$ cat src/rtl/popcount_stream_acc.sv
// -----------------------------------------------------------------------------
// popcount_stream_acc
//
// Counts the ones in each WIDTH-bit word of a valid/ready stream and keeps a
// saturating running total over a frame delimited by in_last. One output beat
// is produced per accepted input beat, one cycle after acceptance, from a
// single output register stage (no skid buffer).
//
// Parameters:
//   WIDTH      bits per input word (>= 3)
//   ACC_WIDTH  width of the frame total accumulator (>= CW)
//   CW         (local) width of the per-word count, $clog2(WIDTH+1)
//
// Ports:
//   clk, rst_n            rising-edge clock, asynchronous active-low reset
//   in_valid / in_ready   input handshake; in_ready = !out_valid || out_ready
//   in_data, in_last      word to count, word closes the current frame
//   out_valid / out_ready output handshake
//   out_count             ones in the accepted word
//   out_total             saturating frame total including this word
//   out_first / out_last  beat opens / closes its frame
//   out_ovf               total saturated at some point in this frame
//   out_parity            XOR of the accepted word (only with POPCNT_PARITY_EN)
//
// Build option: define POPCNT_PARITY_EN to add the out_parity port.
// -----------------------------------------------------------------------------
module popcount_stream_acc #(
  parameter int WIDTH     = 8,
  parameter int ACC_WIDTH = 16,
  localparam int CW       = $clog2(WIDTH + 1)
) (
  input  logic                 clk,
  input  logic                 rst_n,
  input  logic                 in_valid,
  output logic                 in_ready,
  input  logic [WIDTH-1:0]     in_data,
  input  logic                 in_last,
  output logic                 out_valid,
  input  logic                 out_ready,
  output logic [CW-1:0]        out_count,
  output logic [ACC_WIDTH-1:0] out_total,
  output logic                 out_first,
  output logic                 out_last,
  output logic                 out_ovf
`ifdef POPCNT_PARITY_EN
  ,
  output logic                 out_parity
`endif
);

  typedef enum logic {
    IDLE  = 1'b0,
    FRAME = 1'b1
  } state_e;

  state_e                 state_q, state_d;
  logic                   out_valid_q, out_valid_d;
  logic [CW-1:0]          out_count_q, out_count_d;
  logic [ACC_WIDTH-1:0]   out_total_q, out_total_d;
  logic                   out_first_q, out_first_d;
  logic                   out_last_q, out_last_d;
  logic                   out_ovf_q, out_ovf_d;
`ifdef POPCNT_PARITY_EN
  logic                   out_parity_q, out_parity_d;
`endif

  logic                   in_accept;
  logic                   frame_start;
  logic [CW-1:0]          word_count;
  logic [ACC_WIDTH-1:0]   acc_base;
  logic [ACC_WIDTH:0]     acc_sum;

  // The output register may be refilled in the same cycle it is drained.
  assign in_ready  = !out_valid_q || out_ready;
  assign in_accept = in_valid && in_ready;

  // The total register doubles as the accumulator: it always holds the
  // frame total as of the last accepted word.
  always_comb begin
    // NOTE: every always_comb output gets a default first, so no path can
    // leave a signal unassigned and infer a latch.
    word_count = '0;
    for (int i = 0; i < WIDTH; i++) begin
      // NOTE: blocking assignments here build a chained sum; in always_ff
      // only non-blocking assignments are used.
      word_count = word_count + CW'(in_data[i]);
    end

    frame_start = (state_q == IDLE);
    acc_base    = frame_start ? '0 : out_total_q;
    // One extra bit catches the carry that signals saturation.
    acc_sum     = {1'b0, acc_base} + {{(ACC_WIDTH + 1 - CW){1'b0}}, word_count};
  end

  always_comb begin
    state_d      = state_q;
    out_valid_d  = out_valid_q;
    out_count_d  = out_count_q;
    out_total_d  = out_total_q;
    out_first_d  = out_first_q;
    out_last_d   = out_last_q;
    out_ovf_d    = out_ovf_q;
`ifdef POPCNT_PARITY_EN
    out_parity_d = out_parity_q;
`endif

    if (in_accept) begin
      out_valid_d  = 1'b1;
      out_count_d  = word_count;
      out_total_d  = acc_sum[ACC_WIDTH] ? '1 : acc_sum[ACC_WIDTH-1:0];
      // Sticky within a frame, cleared by the first beat of the next one.
      out_ovf_d    = (frame_start ? 1'b0 : out_ovf_q) | acc_sum[ACC_WIDTH];
      out_first_d  = frame_start;
      out_last_d   = in_last;
`ifdef POPCNT_PARITY_EN
      out_parity_d = ^in_data;
`endif
      state_d      = in_last ? IDLE : FRAME;
    end else if (out_valid_q && out_ready) begin
      // Drained with nothing new: only valid drops, data fields keep values.
      out_valid_d  = 1'b0;
    end
  end

  always_ff @(posedge clk or negedge rst_n) begin
    if (!rst_n) begin
      state_q      <= IDLE;
      out_valid_q  <= 1'b0;
      out_count_q  <= '0;
      out_total_q  <= '0;
      out_first_q  <= 1'b0;
      out_last_q   <= 1'b0;
      out_ovf_q    <= 1'b0;
`ifdef POPCNT_PARITY_EN
      out_parity_q <= 1'b0;
`endif
    end else begin
      state_q      <= state_d;
      out_valid_q  <= out_valid_d;
      out_count_q  <= out_count_d;
      out_total_q  <= out_total_d;
      out_first_q  <= out_first_d;
      out_last_q   <= out_last_d;
      out_ovf_q    <= out_ovf_d;
`ifdef POPCNT_PARITY_EN
      out_parity_q <= out_parity_d;
`endif
    end
  end

  assign out_valid  = out_valid_q;
  assign out_count  = out_count_q;
  assign out_total  = out_total_q;
  assign out_first  = out_first_q;
  assign out_last   = out_last_q;
  assign out_ovf    = out_ovf_q;
`ifdef POPCNT_PARITY_EN
  assign out_parity = out_parity_q;
`endif

endmodule

$ cat config.mk
export PLATFORM = sky130hd
export DESIGN_NAME = popcount_stream_acc
export DESIGN_NICKNAME = d
export VERILOG_FILES = /design/src/rtl/popcount_stream_acc.sv
export SDC_FILE = /design/constraint.sdc
export NUM_CORES = 1
export LEC_CHECK = 0
export BUFFER_PORTS_ARGS = -buffer_cell sky130_fd_sc_hd__buf_2
export CAP_MARGIN = 10
export CORE_MARGIN = 2
export CORE_UTILIZATION = 50
export CTS_BUF_LIST = sky130_fd_sc_hd__clkbuf_2 sky130_fd_sc_hd__clkbuf_4 sky130_fd_sc_hd__clkbuf_8
export CTS_CLUSTER_DIAMETER = 150
export DETAILED_ROUTE_END_ITERATION = 7
export PLACE_DENSITY = 0.8
export REMOVE_ABC_BUFFERS = 1
export SETUP_SLACK_MARGIN = 0.02
export SYNTH_ARGS = -nofsm -noshare
export SYNTH_HDL_FRONTEND = slang
export SYNTH_SLANG_ARGS = --single-unit
export TNS_END_PERCENT = 50
$ cat constraint.sdc
create_clock -name clk -period 2.7 [get_ports clk]
set_input_delay 0.405 -clock clk [delete_from_list [all_inputs] [get_ports clk]]
set_output_delay 0.405 -clock clk [all_outputs]
set_load 0.005 [all_outputs]
# Word-level counts from Yosys, hierarchy flattened
# Cells that the tools add are included.
word_totals:
  ff_bits: 25
  out_inout_bits: 25
classes:
  add_sub_neg: 8
  muxes: 6
  bitwise_logic: 2
  n_reduce_logical: 5
ops:
  columns: ["op", "n"]
  rows:
  - ["two-way mux 16 bit", 2]
  - ["adder 16 x 4 -> 17 bit", 1]
  - ["adder 4 x 1 -> 4 bit", 4]
  - ["adder 3 x 1 -> 4 bit", 1]
  - ["two-way mux 1 bit", 4]
  - ["adder 2 x 1 -> 3 bit", 1]
  - ["adder 1 x 1 -> 2 bit", 1]
  - ["logical AND 1 bit", 2]
  - ["nonzero test 2 bit", 1]
  - ["logical NOT 1 bit", 1]
  - ["logical OR 1 bit", 1]
  - ["NOT 1 bit", 1]
  - ["OR 1 bit", 1]

# Longest topological paths before layout
# Gate-level depths: netlist of the first run.
logic_depth:
  depth_word: 9
  mapped_depth: 16
  ltp_nobuf: 15

# Worst setup path after synthesis of the first run
# Ideal clock, no wire load.
synth_path:
  path_type: "input to register"
  start: "in in_data[0]"
  end: "reg out_total_q[13], in the netlist out_total[13]"
  arrival_time_ns: 4.124
  required_ns: 2.570
  slack_ns: -1.554
  cell_stages: 15
  path_buffers: 0
  cell_sequence: "fa_1 inv_1 fa_1 fa_1 inv_1 ha_1 inv_1 fa_1 inv_1 fa_1 a211oi_1 nor2_2 and3_4 a21oi_4 o221ai_2"
synth_via:
  elab_chain_cells: 9
synth_lines:
  columns: ["element", "line", "rtl"]
  rows:
  - ["start: declaration", "36", "input logic [WIDTH-1:0] in_data,"]
  - ["adder 1 x 1 -> 2 bit", "86", "word_count = word_count + CW'(in_data[i]);"]
  - ["adder 2 x 1 -> 3 bit", "86", null]
  - ["adder 3 x 1 -> 4 bit", "86", null]
  - ["adder 4 x 1 -> 4 bit (4 in series)", "86", null]
  - ["net word_count[1]", "69", "logic [CW-1:0] word_count;"]
  - ["adder 16 x 4 -> 17 bit", "92", "acc_sum = {1'b0, acc_base} + {{(ACC_WIDTH + 1 - CW){1'b0}}, word_count};"]
  - ["two-way mux 16 bit", "110", "out_total_d = acc_sum[ACC_WIDTH] ? '1 : acc_sum[ACC_WIDTH-1:0];"]
  - ["end signal: assignment", "141", "out_total_q <= out_total_d;"]
  - ["end: declaration", "59", "logic [ACC_WIDTH-1:0] out_total_q, out_total_d;"]
# The timed path passes the listed nets, and every way through them passes these cells.
# A chain may end at the register's enable or synchronous reset.

# Final worst setup path of the first run
# Ends and elaborated chain as after synthesis.

==> key figures, run 1 <==
Worst setup path
  – Critical path buffers and inverters: 5
  – Top fanout value on the critical path: 5
  – Critical Path Max Stage Delay: 0.54 ns
  – Required time of the critical path: 2.93 ns
  – Critical Path Sink Type: flop
  – Cell type of the slowest stage on the worst timing path: fa_2
  – Crit path cell chain: buf_6 > fa_1 > inv_1 > fa_1 > fa_1 > inv_2 > ha_4 > inv_2 > fa_2 > inv_2 > fa_2 > a211oi_4 > nor2_2 > and3_4 > a21oi_4 > o221ai_2
  – Category of cells accounting for the largest share of critical-path delay: adder cells
  – Kind of critical path: input pin to flop
  – Data arrival time of the critical path: 4.06 ns
  – Worst Setup Start Kind: input pin

Placement
  – Number of buffers inserted by port buffering: 37
  – Placed cells: 248
  – Placer congestion estimate: 0.881
  – Sum of net half-perimeters after detailed placement: 2.38 mm

Layout
  – Cell Count, Final, Fillers Out: 256
  – Number of nets in the layout: 238
  – Layout Area Growth over Synthesis: 26.5%
  – Leading cell types in the layout, fill and taps excluded: 36 x buf_2, 25 x dfrtp_1, 17 x nand2_1
  – Proportion of layout cells with a drive suffix above 1: 38.2%
  – Commonest non-fill, non-tap cell in the layout: buf_2
  – Antenna Diode Count: 0
  – Fill count: 240

Floorplanning
  – Initial Utilization: 52.1%
  – Area of the die: 3620 um2
  – I/O pins: 38
  – Overall die height: 60.2 um
  – Core box area: 3030 um2
  – Die width: 60.2 um
  – Site row count: 20

Global route
  – Wire length of the first global-routing pass: 5.92 mm
  – Number of antenna violations at the first check in global routing: 0
  – Via count of the first global-routing pass: 1275
  – Maximum number of pins on one net before global-route repair: 26
  – All-layer global routing usage: 21.8%
  – Total global routing overflow: 0

Synth
  – Share of flip-flops with an asynchronous set or reset after synthesis: 100%
  – Cell area after synthesis: 1580 um2
  – Post-synth top area cell: dfrtp_1
  – Sequential share of the synthesized area: 39.6%
  – Dominant register cell in the synthesized netlist: dfrtp_1
  – Count of warnings emitted by yosys: 0
  – Portion of synthesized cell area occupied by the leading cell type: 39.6%
  – Count of state elements after synthesis: 25
  – Average size of a mapped cell: 9.51 um2
  – Number of flops mapped to enable cells by yosys: 0
  – Post-Synthesis Cells: 166
  – Distinct cell type count of the synthesized netlist: 43
  – Synth area leaders: dfrtp_1 40%, fa_1 6.3%, ha_1 5.5%, a21oi_1 5.1%, nand2_1 4.0%

Clocking
  – Clock transition time at the flip-flop clock pins of the worst setup and hold paths: 0.14 ns
  – Clock root buffer: clkbuf_4
  – Latest clock arrival within the worst-skew pair: 0.33 ns
  – Clock tree from TritonCTS: done
  – CTS sink cnt: 25
  – Clock buffers created by TritonCTS: 3
  – Clock tree buffer depth: 2
  – Htree depth: 1

STA
  – Setup repair after global routing missed its margin: yes
  – Shortest period the worst path allows: 3.83 ns
  – Hold violation total from the final report: 0
  – Number of pins with negative max-slew slack in the final report: 0
  – Final worst clock skew: 0.00585 ns
  – Actual transition at the worst max-transition pin: 0.728 ns
  – TNS Setup: -18.14 ns
  – Max frequency: 0.261 GHz
  – Final period utilization: 142%
  – Worst path setup slack after routing: -1.13 ns
  – Rel. slew slack: 51.4%
  – Count of final setup violators: 18

Pwr
  – Static Leak: 0.984 nW
  – Power density over cell area: 742 nW/um2
  – Maximum vdd drop: 0.413 mV

Routing
  – Via count: 1407
  – Max Used Layer: met4
  – Antenna Nets Post-Route: 0
  – WL final: 3.55 mm
  – Amount of wire on met3 after detailed routing: 111 um
  – Post-DR vias/cell: 5.50
  – Met1 Routed Length: 1.67 mm
  – Remaining design rule violation count: 0
  – WL per Instance: 13.9 um
  – Number of DRC markers after the initial detailed-route iteration: 92
  – Number of iterations in the first detailed-routing pass: 4
  – Sum of met2 wire segment lengths after detailed routing: 1.72 mm

Hold path
  – Classification of the worst-slack hold path: input pin to async pin

Status
  – Violated checks: negative setup slack
  – Run status: complete, but fails checks

Flow run
  – Total of max-cap violations: 0
==> cell usage after synthesis (all sizes together), types with 4 or more instances <==
cell	instances
nor2	11
o21ai	4
inv	15
ha	7
nand3	9
a21oi	17
fa	5
nand2	17
buf	4
dfrtp	25
and2	5
a31oi	4
==> area by class of cell <==
class	count	area, um2	share of cell area (%)
tap	44	55.1	2.76
sequential	25	626	31.3
clock buffer	4	30.0	1.50
inverter	15	56.3	2.82
timing repair buffer	47	270	13.5
multi-input combinational	121	961	48.1
==> logic make-up after synthesis <==
| kind of cell | share of synthesized area, % |
|---|---|
| flip-flops | 39.6 |
| buffers and inverters | 6.10 |
| multiplexers | 1.43 |
| adder cells (fa/ha/maj) | 11.9 |
| XOR/XNOR | 1.66 |
| AND/OR/NAND/NOR | 20.2 |
| AO/OA/AOI/OAI | 19.1 |
==> worst paths after layout <==
path / cells after the start / from / endpoint / slack, ns
max: 16 / in_data[0] / out_total[13] / -1.13
min: 1 / rst_n / out_total[11] / 0.03
min reg2reg: 2 / out_count[0] / out_count[0] / 0.48
max reg2reg: 8 / state_q / out_total[13] / 0.47
max in group asynchronous: 1 / rst_n / out_count[0] / 2.31
min in group clk: 3 / in_last / out_last / 0.28
==> per-layer routing <==
layer	global-route usage, %	vias to the layer above
met1	31.5	695
met5	0	-
met3	2.38	4
li1	-	680
met4	6.67	0
met2	34.3	28
==> stage by stage <==
step	util [%]	hold WS, ns	total power, W	worst slack [ns]	instance area, um2
floorplan	-	0.109	0.000922	-1.55	1540
global placement	60.5	0.424	0.00112	-1.77	1830
detailed placement	60.5	0.427	0.00113	-1.82	1830
CTS	64.6	0.0644	0.00141	-1.10	1960
global route	66.0	0.0863	0.00159	-1.26	2000
finish	66.0	0.0314	0.00148	-1.13	2000
==> sequential cells by signal, indices dropped and copies added (netlist names) <==
name       flops
out_total     16
out_valid      1
out_ovf        1
state_q        1
out_first      1
out_count      4
out_last       1
==> where the power goes <==
group	internal, W	leakage (nW)	switching, W
Combinational	0.000387	0.650	0.000376
Clock	0.0000681	0.0184	0.000119
Sequential	0.000456	0.315	0.0000765
==> repair_timing <==
action	CTS	global route
resized for setup	15	10
hold buffers	0	0
pin swaps	14	4
setup buffers	3	0
cloned	1	0
setup endpoints to repair	18	19
(Power assumes the default switching activity.)
==> run 2: changes to the inputs <==
--- a/config.mk
+++ b/config.mk
@@ -5,10 +5,11 @@
 export SDC_FILE = /design/constraint.sdc
 export NUM_CORES = 1
 export LEC_CHECK = 0
+export ABC_AREA = 1
 export BUFFER_PORTS_ARGS = -buffer_cell sky130_fd_sc_hd__buf_2
 export CAP_MARGIN = 10
 export CORE_MARGIN = 2
-export CORE_UTILIZATION = 50
+export CORE_UTILIZATION = 51
 export CTS_BUF_LIST = sky130_fd_sc_hd__clkbuf_2 sky130_fd_sc_hd__clkbuf_4 sky130_fd_sc_hd__clkbuf_8
 export CTS_CLUSTER_DIAMETER = 150
 export DETAILED_ROUTE_END_ITERATION = 7
==> run 2 against run 1 <==
Net effect:
- the run still ends with negative setup slack left
- sequential cell count unchanged
- sequential share of layout area decreased by 6.5 points
- sequential power up 9.0%
- fmax decreased by 2.4%
- first-iteration DRC count increased by 110%
- global-route usage increased by 4.5 points
- hold slack improved by 0.077 ns
- largest power group unchanged
- die area is 15% higher
- non-clock buffer count rose by 15
- via count is 42% higher
- register-to-register slack worse by 0.03 ns
- highest routed layer unchanged
- core utilization grew 3.9 points
==> key figures, run 2 <==
Status
  – Run status: complete, but fails checks
  – Violated checks: negative setup slack

Pwr
  – Power density over cell area: 847 nW/um2 (+14%)
  – Maximum vdd drop: 0.426 mV (+3.2%)
  – Static Leak: 1.31 nW (+33%)

Synth
  – Cell area after synthesis: 1870 um2 (+19%)
  – Count of warnings emitted by yosys: 0 (unchanged)
  – Share of flip-flops with an asynchronous set or reset after synthesis: 100% (unchanged)
  – Most numerous cell in the Yosys netlist: nand2_1
  – Portion of synthesized cell area occupied by the leading cell type: 33.4% (-6.2 points)
  – Synth area leaders: dfrtp_1 33%, nand2_1 15%, nor2_2 7.7%, nor2_1 7.6%, inv_1 5.8%
  – Sequential share of the synthesized area: 33.4% (-6.2 points)
  – Post-synth top area cell: dfrtp_1
  – Number of flops mapped to enable cells by yosys: 0 (unchanged)
  – Post-Synthesis Cells: 259 (+56%)
  – Commonest cells in the synthesized netlist: 74 x nand2_1, 38 x nor2_1, 29 x inv_1
  – Average size of a mapped cell: 7.24 um2 (-24%)
  – Count of state elements after synthesis: 25 (unchanged)
  – Dominant register cell in the synthesized netlist: dfrtp_1
  – Distinct cell type count of the synthesized netlist: 27 (-37%)

Worst setup path
  – Kind of critical path: input pin to flop
  – Data arrival time of the critical path: 4.09 ns (+0.03 ns)
  – Top fanout value on the critical path: 7 (+2)
  – Required time of the critical path: 2.87 ns (-0.06 ns)
  – Worst Setup Start Kind: input pin
  – Internal reg-to-reg setup slack: 0.44 ns (-0.03 ns)
  – Source of the critical timing path: in_data[0]
  – Critical Path Sink Type: flop
  – Reg2Reg Launch Point: state_q

STA
  – Number of pins with negative max-slew slack in the final report: 0 (unchanged)
  – Rel. slew slack: 61.1% (+9.8 points)
  – Count of final setup violators: 19 (+1)
  – Actual transition at the worst max-transition pin: 0.582 ns (-0.146 ns)
  – Hold violation total from the final report: 0 (unchanged)
  – Worst path setup slack after routing: -1.22 ns (-0.0929 ns)
  – Max frequency: 0.255 GHz (-2.4%)
  – Setup repair after global routing missed its margin: yes
  – Shortest period the worst path allows: 3.92 ns (+0.0929 ns)
  – Final worst clock skew: 0.00514 ns (-0.000707 ns)
  – Final period utilization: 145% (+3.4 points)

Global route
  – Wire length of the first global-routing pass: 8.54 mm (+44%)
  – All-layer global routing usage: 26.3% (+4.5 points)
  – Number of antenna violations at the first check in global routing: 0 (unchanged)
  – Via count of the first global-routing pass: 1855 (+45%)
  – Maximum number of pins on one net before global-route repair: 27 (+3.8%)
  – Total global routing overflow: 0 (unchanged)

Routing
  – Sum of met2 wire segment lengths after detailed routing: 2.66 mm (+55%)
  – WL per Instance: 15.2 um (+9.4%)
  – WL final: 5.57 mm (+57%)
  – Antenna Nets Post-Route: 0 (unchanged)
  – Post-DR vias/cell: 5.43 (-1.1%)
  – Number of iterations in the first detailed-routing pass: 6 (+2)
  – Max Used Layer: met4
  – Remaining design rule violation count: 0 (unchanged)
  – Met1 Routed Length: 2.21 mm (+32%)
  – Via count: 1994 (+42%)
  – Number of DRC markers after the initial detailed-route iteration: 196 (+110%)
  – Amount of wire on met3 after detailed routing: 389 um (+250%)

Clocking
  – Clock tree from TritonCTS: done
  – Clock root buffer: clkbuf_8
  – CTS sink cnt: 25 (unchanged)
  – CTS Hold Bufs: 0 (unchanged)
  – Clock buffers created by TritonCTS: 3 (unchanged)
  – Latest clock arrival within the worst-skew pair: 0.28 ns (-0.05 ns)
  – Htree depth: 1 (unchanged)
  – Clock transition time at the flip-flop clock pins of the worst setup and hold paths: 0.09 ns (-0.05 ns)
  – Clock tree buffer depth: 2 (unchanged)

Layout
  – Antenna Diode Count: 0 (unchanged)
  – Fill count: 260 (+8.3%)
  – Commonest non-fill, non-tap cell in the layout: nand2_1
  – Number of nets in the layout: 345 (+45%)
  – Layout Area Growth over Synthesis: 34.4%
  – Proportion of layout cells with a drive suffix above 1: 39.8% (+1.6 points)
  – Cell Count, Final, Fillers Out: 367 (+43%)
  – Number of flip-flops in the largest register: 16 (unchanged)
  – Leading cell types in the layout, fill and taps excluded: 65 x nand2_1, 36 x buf_2, 34 x nor2_1

Floorplanning
  – Overall die height: 64.6 um (+7.4%)
  – I/O pins: 38 (unchanged)
  – Site row count: 22 (+10%)
  – Core box area: 3610 um2 (+19%)
  – Initial Utilization: 52.0% (-0.17 points)
  – Die width: 64.6 um (+7.4%)
  – Area of the die: 4180 um2 (+15%)

Hold path
  – Classification of the worst-slack hold path: input pin to async pin

Placement
  – Placed cells: 354 (+43%)
  – Setup Slack @ Placement: -1.60 ns (+0.227 ns)
  – Number of buffers inserted by port buffering: 37 (unchanged)
  – Sum of net half-perimeters after detailed placement: 3.03 mm (+27%)
  – Placer congestion estimate: 0.863 (-2.1%)

Flow run
  – Total of max-cap violations: 0 (unchanged)
==> run 2: cell count changes after synthesis, moves of 3 or more <==
cell	before	now
inv_2	0	3
nor2_1	9	38
nor3_1	3	0
nor2_2	2	23
nand3_1	8	19
inv_1	15	29
nand2_1	17	74
a21oi_1	16	0
nand2_2	0	5
and2_1	5	0
a21o_1	3	0
==> run 2: through the flow <==
stage               hold WS [ns]  power (W)  util (%)  instance area (um2)  TNS [ns]
global placement           0.424    0.00148      60.6                 2180    -24.73
global route               0.154    0.00227      69.9                 2520    -22.06
detailed placement         0.426    0.00151      60.6                 2180    -26.97
finish                     0.109    0.00213      69.9                 2520    -20.44
CTS                        0.135    0.00191      66.6                 2400    -19.28
floorplan                  0.109    0.00114         -                 1810    -21.10
==> run 2: path summary, 6_finish.rpt <==
| path | cells past startpoint | endpoint |
|---|---|---|
| worst min-delay path | 1 | out_total[1] |
| worst max-delay path | 19 | out_total[5] |
| min in group clk | 3 | out_last |
| worst max register to register | 13 | out_total[9] |
| max in group asynchronous | 1 | out_total[4] |
| worst min register to register | 2 | out_first |
==> run 2: cells by family (layout without fill, tap and decap cells) <==
kind of cell	Yosys count	after routing	synth area share, %
AND/OR/NAND/NOR	168	169	41.6
buffers and inverters	40	99	9.95
flip-flops	25	25	33.4
adder cells (fa/ha/maj)	12	12	10.0
AO/OA/AOI/OAI	9	9	2.74
XOR/XNOR	5	5	2.34
==> run 2: per-layer routing <==
layer	track usage, %	up-vias
li1	-	915
met1	32.9	911
met2	43.8	136
met3	3.99	32
met4	14.4	0
met5	0	-
==> run 2: power by group <==
group | leakage, nW | switching, W | internal (W)
logic | 0.990 | 0.000700 | 0.000613
clock network | 0.0262 | 0.000125 | 0.000116
registers | 0.295 | 0.000104 | 0.000476
total | 1.31 | 0.000929 | 0.00120
==> run 2: timing repair <==
| action | 4_1_cts | 5_1_grt |
|---|---|---|
| cloned | 1 | 0 |
| pin swaps | 13 | 14 |
| gates resized for setup | 25 | 21 |
| endpoints found under the setup margin | 19 | 20 |
| setup buffers | 7 | 1 |
| endpoints found under the hold margin | 0 | 0 |
==> run 2: cell type report <==
type	count	area (um2)	area share, %
Multi-Input combinational cell	195	1280	50.7
Tap cell	48	60.1	2.38
Inverter	33	124	4.92
Timing Repair Buffer	62	383	15.2
Sequential cell	25	626	24.8
Clock buffer	4	48.8	1.94
==> run 2: critical path, cell delays in order <==
cell and delay, ns:
buf_6 0.09, fa_1 0.53, inv_1 0.05, fa_1 0.49, fa_1 0.42, inv_1 0.08
ha_2 0.18, inv_2 0.04, fa_2 0.54, inv_2 0.05, fa_2 0.37, nand2_4 0.08
nor2_4 0.04, nor2_4 0.16, nor2_4 0.08, nand4_4 0.14, nand2_8 0.13, nor2_4 0.16
nor2_2 0.04
